File: src/rtl/intc_controller.sv
// intc_controller
//   Interrupt controller for the core's main control unit. It latches NUM_SRC
//   peripheral request lines into a pending register and gates them with a
//   per-source mask and a global enable. It then requests service for the
//   lowest-numbered eligible source with a request / acknowledge /
//   end-of-interrupt handshake, and has at most one interrupt in service.
//
//   Build option: define INTC_LEVEL_TRIG_EN for level-sensitive sources.
//   By default sources are rising-edge captured.
//
// Ports
//   clk          system clock, all state changes on the rising edge
//   reset        synchronous, active-high reset
//   irq_src      raw source request lines [NUM_SRC]
//   cfg_we       register write strobe
//   cfg_addr     register select: 0 MASK, 1 PENDING (W1C), 2 STATUS (RO), 3 GLOBAL_EN
//   cfg_wdata    register write data [32]
//   cfg_rdata    register read data [32], combinational from cfg_addr
//   int_ack      core has taken the vector (meaningful only while requesting)
//   int_done     end-of-interrupt (meaningful only while in service)
//   interrupt    interrupt request to main control
//   int_vector   handler address, valid while interrupt=1
//   int_id       index of the requesting / in-service source [ID_W]
//   in_service   high while a handler is executing
module intc_controller #(
  parameter int          NUM_SRC    = 8,
  parameter logic [31:0] VEC_BASE   = 32'h0000_0100,
  parameter int          VEC_STRIDE = 16,
  localparam int         ID_W       = (NUM_SRC > 1) ? $clog2(NUM_SRC) : 1
) (
  input  logic               clk,
  input  logic               reset,
  input  logic [NUM_SRC-1:0] irq_src,
  input  logic               cfg_we,
  input  logic [1:0]         cfg_addr,
  input  logic [31:0]        cfg_wdata,
  output logic [31:0]        cfg_rdata,
  input  logic               int_ack,
  input  logic               int_done,
  output logic               interrupt,
  output logic [31:0]        int_vector,
  output logic [ID_W-1:0]    int_id,
  output logic               in_service
);

  typedef enum logic [1:0] {IDLE, REQ, SERVICE} state_t;

  state_t             state, state_d;
  logic [NUM_SRC-1:0] mask, pending, pending_d;
  logic               global_en;
  logic [NUM_SRC-1:0] set_v, w1c_v, ack_clr, eligible;
  logic [ID_W-1:0]    winner, id_d;
  logic [31:0]        vector_d;
  logic               interrupt_d, in_service_d;

  // Upper write-data bits are meaningless when NUM_SRC < 32.
  logic unused_wdata;
  assign unused_wdata = &{1'b0, cfg_wdata};

  // Lowest set index wins; scanning downward lets the lowest overwrite.
  function automatic logic [ID_W-1:0] lowest_set(input logic [NUM_SRC-1:0] v);
    lowest_set = '0;
    for (int i = NUM_SRC - 1; i >= 0; i--) begin
      if (v[i]) lowest_set = ID_W'(i);
    end
  endfunction

`ifdef INTC_LEVEL_TRIG_EN
  assign set_v = irq_src;
`else
  logic [NUM_SRC-1:0] src_q;
  // Loading src_q during reset keeps a source held high across reset quiet.
  always_ff @(posedge clk) begin
    src_q <= irq_src;
  end
  assign set_v = irq_src & ~src_q;
`endif

  assign w1c_v    = (cfg_we && cfg_addr == 2'd1) ? cfg_wdata[NUM_SRC-1:0] : '0;
  assign eligible = global_en ? (pending & mask) : '0;
  assign winner   = lowest_set(eligible);

  always_comb begin
    state_d      = state;
    interrupt_d  = interrupt;
    in_service_d = in_service;
    id_d         = int_id;
    vector_d     = int_vector;
    ack_clr      = '0;
    case (state)
      IDLE: begin
        if (|eligible) begin
          state_d     = REQ;
          interrupt_d = 1'b1;
          id_d        = winner;
          vector_d    = VEC_BASE + 32'(winner) * 32'(VEC_STRIDE);
        end
      end
      REQ: begin
        // Acknowledge takes priority over a simultaneous withdraw.
        if (int_ack) begin
          ack_clr[int_id] = 1'b1;
          interrupt_d     = 1'b0;
          in_service_d    = 1'b1;
          state_d         = SERVICE;
        end else if (!mask[int_id] || !global_en) begin
          interrupt_d = 1'b0;
          state_d     = IDLE;
        end
      end
      SERVICE: begin
        if (int_done) begin
          in_service_d = 1'b0;
          state_d      = IDLE;
        end
      end
      default: state_d = IDLE;
    endcase
    // A new capture beats a W1C of the same bit; the ack clear is applied
    // last so a held level source re-pends one edge after the ack.
    pending_d = ((pending & ~w1c_v) | set_v) & ~ack_clr;
  end

  always_ff @(posedge clk) begin
    if (reset) begin
      state      <= IDLE;
      mask       <= '0;
      pending    <= '0;
      global_en  <= 1'b0;
      interrupt  <= 1'b0;
      in_service <= 1'b0;
      int_id     <= '0;
      int_vector <= '0;
    end else begin
      state      <= state_d;
      pending    <= pending_d;
      interrupt  <= interrupt_d;
      in_service <= in_service_d;
      int_id     <= id_d;
      int_vector <= vector_d;
      if (cfg_we && cfg_addr == 2'd0) mask      <= cfg_wdata[NUM_SRC-1:0];
      if (cfg_we && cfg_addr == 2'd3) global_en <= cfg_wdata[0];
    end
  end

  always_comb begin
    cfg_rdata = '0;
    case (cfg_addr)
      2'd0: cfg_rdata[NUM_SRC-1:0] = mask;
      2'd1: cfg_rdata[NUM_SRC-1:0] = pending;
      2'd2: begin
        cfg_rdata[0]        = in_service;
        cfg_rdata[1]        = interrupt;
        cfg_rdata[8 +: ID_W] = int_id;
      end
      default: cfg_rdata[0] = global_en;
    endcase
  end

endmodule

File: config.mk
export PLATFORM = sky130hd
export DESIGN_NAME = intc_controller
export DESIGN_NICKNAME = d
export VERILOG_FILES = /design/src/rtl/intc_controller.sv
export SDC_FILE = /design/constraint.sdc
export NUM_CORES = 1
export LEC_CHECK = 0
export BUFFER_PORTS_ARGS = -buffer_cell sky130_fd_sc_hd__buf_4
export CORE_AREA = 8 8 88 90
export CTS_CLUSTER_SIZE = 12
export DETAILED_ROUTE_END_ITERATION = 12
export DIE_AREA = 0 0 96 98
export SYNTH_ARGS = -nofsm -noshare
export SYNTH_HDL_FRONTEND = slang
export SYNTH_SLANG_ARGS = --single-unit
File: constraint.sdc
create_clock -name clk -period 2.7 [get_ports clk]
set_clock_uncertainty 0.05 [all_clocks]
set_input_delay 0.27 -clock clk [delete_from_list [all_inputs] [get_ports clk]]
set_output_delay 0.27 -clock clk [all_outputs]
set_load 0.01 [all_outputs]
==> insert_results.sql <==
INSERT INTO impl_metrics (metric_group, metric, value, unit) VALUES
('cts', 'cts_hold_buffers', '0', ''),
('critical_path', 'crit_start', 'int_id[1]', ''),
('placed_design', 'detailed_place_hpwl', '3680', 'um'),
('cells_and_area', 'final_cells', '341', ''),
('die', 'die_width', '96', 'um'),
('timing', 'achievable-frequency', '0.526', 'GHz'),
('run_status', 'status', 'completed', ''),
('yosys', 'async_flop_share', '0', '%'),
('cts', 'clock_tree.buffer_depth', '2', ''),
('die', 'die_area', '9410', 'um2'),
('die', 'initial_core_util', '30.0', '%'),
('pwr', 'p_per_area', '512', 'nW/um2'),
('pwr', 'power.net_switching', '0.279', 'mW'),
('cells_and_area', 'fillCellCount', '684', ''),
('critical_path', 'worstPathArrival', '1990', 'ps'),
('pwr', 'power.static_leakage', '1.00', 'nW'),
('critical_path', 'cp-start-kind', 'flop', ''),
('pwr', 'power.internal', '0.864', 'mW'),
('pwr', 'share_comb_of_total_power', '12.0', '%'),
('cts', 'clkTransAtPathRegs', '70', 'ps'),
('timing', 'finalMaxSlewViolations', '0', ''),
('timing', 'grt_setup_unrepaired', 'false', ''),
('critical_path', 'master_of_the_slowest_instance_on_the_critical_path', 'sky130_fd_sc_hd__mux4_1', ''),
('yosys', 'yosys_most_used_dff', 'sky130_fd_sc_hd__dfxtp_1', ''),
('critical_path', 'path_class', 'flop to flop', ''),
('cells_and_area', 'num-nets-final', '307', ''),
('timing', 'timing_worst_slew_pin_value', '588', 'ps'),
('grt', 'overflow_left_after_global_routing', '0', ''),
('pwr', 'power.ir.vdd_worst', '0.324', 'mV'),
('placed_design', 'dpl_worst_slack', '832', 'ps'),
('die', 'die_h', '98', 'um'),
('cts', 'clk-insertion-delay-late', '280', 'ps'),
('yosys', 'synth_edf_count', '0', ''),
('yosys', 'synth_cell_type_count', '35', ''),
('yosys', 'synth_sequential_area_ratio', '33.9', '%'),
('pwr', 'switching_share', '24.4', '%'),
('critical_path', 'r2r_start', 'int_id[1]', ''),
('timing', 'final-hold-violation-count', '0', ''),
('cells_and_area', 'final_instance_area', '2230', 'um2'),
('yosys', 'post-synth-top-area-cell', 'sky130_fd_sc_hd__dfxtp_1', ''),
('critical_path', 'cp_slowest_stage_delay', '630', 'ps'),
('cts', 'cts.repair_timing.setup_buffer_count', '0', ''),
('critical_path', 'setup.worst_path.end', 'interrupt', ''),
('timing', 'setup_slack', '798', 'ps'),
('timing', 'report.final.setup_viol', '0', ''),
('die', 'io-pin-count', '116', ''),
('timing', 'finalWorstPathRequiredPeriod', '1900', 'ps'),
('yosys', 'postSynthCellCount', '223', ''),
('timing', 'setup_total_negative_slack', '0', 'ps'),
('pwr', 'sequentialPowerShare', '45.9', '%'),
('critical_path', 'timing.reg2reg.setup_slack', '800', 'ps'),
('cells_and_area', 'sequential_cell_area', '661', 'um2'),
('cells_and_area', 'antenna-diode-count', '0', ''),
('cells_and_area', 'area_growth_from_synthesis_to_final_layout', '14.6', '%'),
('route', 'routed_via_density', '4.44', ''),
('yosys', 'ys_ff_latch', '33', ''),
('cells_and_area', 'layout-drive-gt1-share', '21.1', '%'),
('placed_design', 'place_congestion', '0.792', ''),
('grt', 'grt.total_usage', '9.81', '%'),
('critical_path', 'crit_path_cell_trace', 'mux4_1, mux2_2, nand4b_2, a221oi_2', ''),
('timing', 'finalCritPeriodShare', '70.5', '%'),
('route', 'drtIter0Drc', '82', ''),
('critical_path', 'capture_point_of_the_worst_reg_to_reg_path', 'interrupt', ''),
('critical_path', 'max_fo_critical_path', '11', ''),
('critical_path', 'r2r_cells', '4', ''),
('yosys', 'synthesis.area_per_instance', '8.74', 'um2'),
('hold_path', 'hold_depth', '1', ''),
('cts', 'cts_root_buffer', 'sky130_fd_sc_hd__clkbuf_8', ''),
('pwr', 'power_frac_clock', '42.1', '%'),
('cells_and_area', 'multi_input_area', '1020', 'um2'),
('placed_design', 'io_buffers', '42', '');
## power by group through the flow
stage	logic, mW	registers, mW	clock network, mW
floorplan	0.142	0.530	0
global placement	0.134	0.535	0
detailed placement	0.136	0.536	0
CTS	0.136	0.524	0.495
global route	0.153	0.528	0.513
finish	0.138	0.525	0.481
## cells by family (layout without fill, tap and decap cells)
kind of cell | count (synthesis) | count (layout) | share of synthesized area (%)
mux | 20 | 20 | 12.6
simple gates | 67 | 67 | 17.5
compound gates | 38 | 38 | 12.9
buf+inv | 64 | 54 | 22.9
flops | 33 | 33 | 33.9
other cells | 1 | 49 | 0.192
## metal layers
metal,wire [um],up-vias
li1,-,735
met1,1800,705
met2,2300,65
met3,469,10
met4,93,0
met5,0,-
## Yosys cell counts, types with 2 or more instances
cell type                  count
sky130_fd_sc_hd__buf_4        52
sky130_fd_sc_hd__dfxtp_1      33
sky130_fd_sc_hd__nor2_1       23
sky130_fd_sc_hd__nand2_1      18
sky130_fd_sc_hd__mux2i_1      16
sky130_fd_sc_hd__a21oi_1      15
sky130_fd_sc_hd__nor2b_1      11
sky130_fd_sc_hd__a211oi_1      7
sky130_fd_sc_hd__clkbuf_1      5
sky130_fd_sc_hd__o21ai_0       5
sky130_fd_sc_hd__a22oi_1       4
sky130_fd_sc_hd__and2_1        4
sky130_fd_sc_hd__buf_2         3
sky130_fd_sc_hd__inv_1         3
sky130_fd_sc_hd__a311oi_1      2
sky130_fd_sc_hd__mux4_1        2
sky130_fd_sc_hd__nand3_1       2
## sequential cells by signal, summed over array words and instances (netlist names)
| name | count |
|---|---|
| global_en | 1 |
| int_vector | 2 |
| src_q | 8 |
| int_id | 2 |
| state | 2 |
| in_service | 1 |
| mask | 8 |
| interrupt | 1 |
| pending | 8 |
## how the worst min path moves through the flow
stage / endpoint / from / slack (ps)
floorplan: src_q[0] / irq_src[0] / 250
global placement: src_q[2] / irq_src[2] / 330
detailed placement: src_q[4] / irq_src[4] / 330
CTS: src_q[4] / irq_src[4] / 30
global route: src_q[0] / irq_src[0] / 30
finish: src_q[4] / irq_src[4] / 40
## layout by cell type, fill, tap and decap left out, drive strengths merged, types with 4 or more instances in the layout
cell and count:
dfxtp 33, and2 4, conb 49, nor2b 11, o21ai 5, a21oi 15, a211oi 7, a22oi 4
nand2 18, clkbuf 7, nor2 23, mux2i 16, buf 43
## worst max-delay path: cells and delay by family, from the launching register on
kind,cells,cell delay [ps]
AOI/OAI and AO/OA,1,70
DFF,1,590
muxes,2,930
and+or+nand+nor,1,110
## stage by stage
stage          utilization [%]  power (mW)  hold slack, ps
2_1_floorplan                -       0.672             248
3_3_place_gp              32.6       0.670             331
3_5_place_dp              32.6       0.671             333
4_1_cts                   34.4        1.16            25.8
5_1_grt                   34.4        1.19            26.9
6_report                  34.4        1.14            38.8
## cell type report
cell class	count	area share [%]
clock buffer	7	3.87
sequential	33	29.6
timing repair buffer	43	14.5
multi-input combinational	174	45.8
clock inverter	1	1.34
inverter	3	0.504
tap	80	4.48
(Power assumes the default switching activity.)
